## config.mk

```make
export PLATFORM = sky130hd
export DESIGN_NAME = mem_arbiter
export DESIGN_NICKNAME = d
export VERILOG_FILES = /design/src/rtl/mem_arbiter.sv
export SDC_FILE = /design/constraint.sdc
export NUM_CORES = 1
export LEC_CHECK = 0
export CAP_MARGIN = 5
export CORE_ASPECT_RATIO = 0.9
export CORE_MARGIN = 10
export CORE_UTILIZATION = 28
export CTS_CLUSTER_DIAMETER = 100
export DETAILED_ROUTE_END_ITERATION = 8
export HOLD_SLACK_MARGIN = 0.05
export PLACE_DENSITY = 0.89
export SETUP_SLACK_MARGIN = 0.5
export SLEW_MARGIN = 10
export SYNTH_ARGS = -nofsm -noshare
export SYNTH_HDL_FRONTEND = slang
export SYNTH_SLANG_ARGS = --single-unit
```

## constraint.sdc

```tcl
create_clock -name clk -period 2.05 [get_ports clk]
set_clock_uncertainty 0.2 [all_clocks]
set_input_delay 0.41 -clock clk [delete_from_list [all_inputs] [get_ports clk]]
set_output_delay 0.41 -clock clk [all_outputs]
set_load 0.1 [all_outputs]
```

## src/rtl/mem_arbiter.sv

```systemverilog
// Two-port arbiter in front of a single-port sync-write/async-read memory.
// One grant per cycle (round-robin or fixed priority), registered response one cycle later.
module mem_arbiter #(
    parameter int AW         = 10,
    parameter int DW         = 32,
    parameter int FIXED_PRIO = 0
) (
    input  logic          clk,
    input  logic          rst,
    input  logic          p0_req_valid,
    output logic          p0_req_ready,
    input  logic          p0_req_we,
    input  logic [AW-1:0] p0_req_addr,
    input  logic [DW-1:0] p0_req_wdata,
    output logic          p0_rsp_valid,
    output logic [DW-1:0] p0_rsp_rdata,
    input  logic          p1_req_valid,
    output logic          p1_req_ready,
    input  logic          p1_req_we,
    input  logic [AW-1:0] p1_req_addr,
    input  logic [DW-1:0] p1_req_wdata,
    output logic          p1_rsp_valid,
    output logic [DW-1:0] p1_rsp_rdata,
    output logic          mem_we,
    output logic [AW-1:0] mem_addr,
    output logic [DW-1:0] mem_wdata,
    input  logic [DW-1:0] mem_rdata
);

    logic          r_last_grant;
    logic          r_rsp_port;
    logic          r_rsp_pending;
    logic          r_rsp_is_write;
    logic [DW-1:0] r_rsp_data;

    logic          w_grant_valid;
    logic          w_grant_port;
    logic [1:0]    w_req_valid;
    logic [1:0]    w_req_we;
    logic [1:0]    w_ready;
    logic [1:0]    w_rsp_valid;
    logic [AW-1:0] w_req_addr  [2];
    logic [DW-1:0] w_req_wdata [2];
    logic [DW-1:0] w_rsp_rdata [2];

    assign w_req_valid    = {p1_req_valid, p0_req_valid};
    assign w_req_we       = {p1_req_we, p0_req_we};
    assign w_req_addr[0]  = p0_req_addr;
    assign w_req_addr[1]  = p1_req_addr;
    assign w_req_wdata[0] = p0_req_wdata;
    assign w_req_wdata[1] = p1_req_wdata;

    // Contest goes to the port that did not win last time unless port 0 is pinned.
    always_comb begin
        w_grant_valid = 1'b0;
        w_grant_port  = 1'b0;
        if (!rst) begin
            if (&w_req_valid) begin
                w_grant_valid = 1'b1;
                w_grant_port  = (FIXED_PRIO != 0) ? 1'b0 : ~r_last_grant;
            end else if (w_req_valid[0]) begin
                w_grant_valid = 1'b1;
                w_grant_port  = 1'b0;
            end else if (w_req_valid[1]) begin
                w_grant_valid = 1'b1;
                w_grant_port  = 1'b1;
            end
        end
    end

    // With no grant the port select stays 0, so the memory sees port 0's inputs.
    assign mem_we    = w_grant_valid && w_req_we[w_grant_port];
    assign mem_addr  = w_req_addr[w_grant_port];
    assign mem_wdata = w_req_wdata[w_grant_port];

    genvar gi;
    generate
        for (gi = 0; gi < 2; gi++) begin : g_port
            assign w_ready[gi]     = w_grant_valid && (w_grant_port == 1'(gi));
            assign w_rsp_valid[gi] = r_rsp_pending && (r_rsp_port == 1'(gi));
            assign w_rsp_rdata[gi] = (w_rsp_valid[gi] && !r_rsp_is_write) ? r_rsp_data : '0;
        end
    endgenerate

    assign p0_req_ready = w_ready[0];
    assign p1_req_ready = w_ready[1];
    assign p0_rsp_valid = w_rsp_valid[0];
    assign p1_rsp_valid = w_rsp_valid[1];
    assign p0_rsp_rdata = w_rsp_rdata[0];
    assign p1_rsp_rdata = w_rsp_rdata[1];

    // Read data is captured from the async memory in the grant cycle.
    always_ff @(posedge clk) begin
        if (rst) begin
            r_last_grant   <= 1'b1;
            r_rsp_port     <= 1'b0;
            r_rsp_pending  <= 1'b0;
            r_rsp_is_write <= 1'b0;
            r_rsp_data     <= '0;
        end else begin
            r_rsp_pending <= w_grant_valid;
            if (w_grant_valid) begin
                r_last_grant   <= w_grant_port;
                r_rsp_port     <= w_grant_port;
                r_rsp_is_write <= w_req_we[w_grant_port];
                r_rsp_data     <= w_req_we[w_grant_port] ? '0 : mem_rdata;
            end
        end
    end

endmodule

```

==> results.sh <==
export IMPL_status="finished with violations"
export IMPL_violations="negative setup slack"
export IMPL_slew_viol_final=0
export IMPL_cts_max_level=2
export IMPL_place_congestion=0.763
export IMPL_clkPwrFrac=0.167
export IMPL_wl_per_cell_um=29.5
export IMPL_critPathArrivalTime_ns=1.86
export IMPL_setup_viol=107
export IMPL_slew_headroom=0.735
export IMPL_grt_max_degree=34
export IMPL_syn_area_per_cell_um2=7.81
export IMPL_cp_data_required_time_ns=1.44
export IMPL_syn_to_final_growth_pct=192
export IMPL_syn_inst=323
export IMPL_syn_area_um2=2520
export IMPL_peakVddDrop_mv=0.254
export IMPL_cp_end_kind="output pin"
export IMPL_dp_cells=663
export IMPL_drive_above_1_share=0.512
export IMPL_crit_type="register to output pin"
export IMPL_yosys_area_top_type="dfxtp_1"
export IMPL_synthFlopType="dfxtp_1"
export IMPL_fp_dieH_um=110
export IMPL_synth_edf_count=0
export IMPL_holdPathStages=2
export IMPL_rsz0062_at_grt="true"
export IMPL_wirelength_um=21000
export IMPL_via_per_inst=5.68
export IMPL_clock_fmax_mhz=405
export IMPL_cts_buffer_depth=2
export IMPL_dieArea_um2=13200
export IMPL_synth_most_common_cell="and2_1"
export IMPL_powerDensity_nw_per_um2=451
export IMPL_cts_made_buffers=5
export IMPL_synthTopCellsByCount="and2_1, nand3_1, mux2_1"
export IMPL_rr_endpoint="r_rsp_data[8]"
export IMPL_yosys_top_cells_area="dfxtp_1, mux2_1, and2_1"
export IMPL_min_period_ns=2.47
export IMPL_io_buffer_count=232
export IMPL_detail_route_antenna_nets=0
export IMPL_min_period_over_period=1.20
export IMPL_first_iter_violations=350
export IMPL_internal_power_w=0.00190
export IMPL_ctsRootBufferMaster="clkbuf_8"
export IMPL_layout_cells_non_filler=713
export IMPL_hold_violations=0
export IMPL_cp_endpoint="mem_wdata[22]"
export IMPL_cts_sinks=36
export IMPL_clk_latency_ns=0.28
export IMPL_nets=715
export IMPL_switchingPower_w=0.00142
export IMPL_grt_use_total=0.304
export IMPL_comb_power_share=0.596
export IMPL_fp_row_count=32
export IMPL_netSwitchingFraction=0.428
export IMPL_core_um2=8690
export IMPL_drtPass1Iterations=5
export IMPL_tightest_slew_ns=0.398
export IMPL_clkSlewWorstSetupHoldPaths_ns=0.08
export IMPL_fillers=415
export IMPL_grt_pass1_wl_um=30500
export IMPL_start_util=0.290
export IMPL_cts_tree="done"
export IMPL_grt_pass1_vias=4242
export IMPL_antenna_found_initial=0
export IMPL_rrSetupSlack_ns=0.51
export IMPL_power_leakage_nw=3.14
export IMPL_cp_max_fo=7
export IMPL_yosys_warnings=0
export IMPL_synthArstFlopShare=0
export IMPL_ys_seq_area_frac=0.286
export IMPL_pwr_share_seq=0.236
export IMPL_num_vias=4049
export IMPL_synth_top_area_frac=0.286
export IMPL_critPathLaunchType="register"
export IMPL_synth_seq_cells=36
export IMPL_route_detailed_drc=0
export IMPL_ios=233
export IMPL_dieWidth_um=120
export IMPL_setup_worst_path_start="r_last_grant"
export IMPL_reg2reg_depth=5
export IMPL_grt_remaining_overflow=0
export IMPL_setup_slack_ns=-0.420
export IMPL_synth_distinct_cells=24
export IMPL_reg2reg_from="r_last_grant"
export IMPL_syn_num_nets=445
export IMPL_hpwlAfterDp_um=13300
export IMPL_hold_class="register to register"
export IMPL_timing_hold_ws_ns=0.291
export IMPL_cap_violations=0
export IMPL_diodes=0
-- cell families (layout without fill, tap and decap cells) --
family	Yosys count	after routing	synth area share
and+or+nand+nor	207	208	0.444
muxes	42	42	0.187
DFF	36	36	0.286
buffers and inverters	33	303	0.0645
AOI/OAI and AO/OA	5	5	0.0179
-- repair_timing --
item / in CTS / in global routing
pin swaps: 15 / 0
cloned: 16 / 1
setup buffers: 22 / 3
hold buffers: 0 / 0
gates resized for setup: 57 / 8
setup endpoints to repair: 146 / 114
-- placed cells by master, fill, tap and decap left out, drive strengths merged --
master,n
buf,173
clkdlybuf4s50,116
and2,65
nand3,64
mux2,42
dfxtp,36
nand2,34
nand4,32
clkbuf,9
nor2,5
nor2b,3
nor3,3
dlygate4sd2,3
a21boi,1
and2b,1
nand2b,1
a32oi,1
inv,1
a21oi,1
a21o,1
o21ai,1
bufbuf,1
-- area by class of cell --
type	count	area, um^2	share of cell area
Clock buffer	8	90.1	0.0122
Inverter	1	3.75	0.000510
Multi-Input combinational cell	255	2070	0.281
Sequential cell	36	724	0.0985
Tap cell	119	149	0.0202
Timing Repair Buffer	294	4320	0.588
-- critical path, cell delays in order (launching register included) --
cell and delay [ns]:
dfxtp_2 0.35, a21boi_4 0.14, and2b_4 0.20, buf_12 0.12
buf_12 0.12, buf_12 0.14, mux2_4 0.33, buf_12 0.17
-- metrics by stage --
stage / area [um^2] / power (W) / setup TNS, ns / setup slack, ns / utilization
2_1_floorplan: 2960 / 0.00177 / -13.86 / -0.225 / -
3_3_place_gp: 6500 / 0.00247 / -42.75 / -0.566 / 0.748
3_5_place_dp: 6500 / 0.00252 / -47.09 / -0.718 / 0.748
4_1_cts: 7280 / 0.00326 / -25.47 / -0.360 / 0.838
5_1_grt: 7360 / 0.00339 / -34.24 / -0.445 / 0.847
6_report: 7360 / 0.00332 / -30.27 / -0.420 / 0.847
-- state kept, by name (all words and copies together) (netlist names) --
signal,cells
r_rsp_port,1
r_last_grant,1
r_rsp_data,32
r_rsp_is_write,1
r_rsp_pending,1
-- layer usage --
layer / wire (um) / share of wire / vias up / global-route usage
li1: - / - / 1673 / -
met1: 7280 / 0.35 / 1972 / 0.315
met2: 10700 / 0.51 / 340 / 0.564
met3: 2180 / 0.10 / 64 / 0.103
met4: 820 / 0.039 / 0 / 0.113
met5: 0 / 0 / - / 0
-- power by group through the flow --
stage | Clock, W | Combinational [W] | Sequential (W)
2_1_floorplan | 0 | 0.000989 | 0.000781
3_3_place_gp | 0 | 0.00168 | 0.000788
3_5_place_dp | 0 | 0.00173 | 0.000793
4_1_cts | 0.000551 | 0.00193 | 0.000778
5_1_grt | 0.000584 | 0.00202 | 0.000786
6_report | 0.000556 | 0.00198 | 0.000783
-- how the worst min path moves through the flow --
stage / startpoint / endpoint / slack (ns)
2_1_floorplan: r_rsp_data[7] / r_rsp_data[7] / 0.26
3_3_place_gp: r_rsp_data[27] / r_rsp_data[27] / 0.28
3_5_place_dp: r_rsp_data[23] / r_rsp_data[23] / 0.28
4_1_cts: r_rsp_data[23] / r_rsp_data[23] / 0.30
5_1_grt: r_rsp_data[2] / r_rsp_data[2] / 0.32
6_report: r_rsp_data[23] / r_rsp_data[23] / 0.29
No activity file was read; power rests on OpenSTA's default activity.
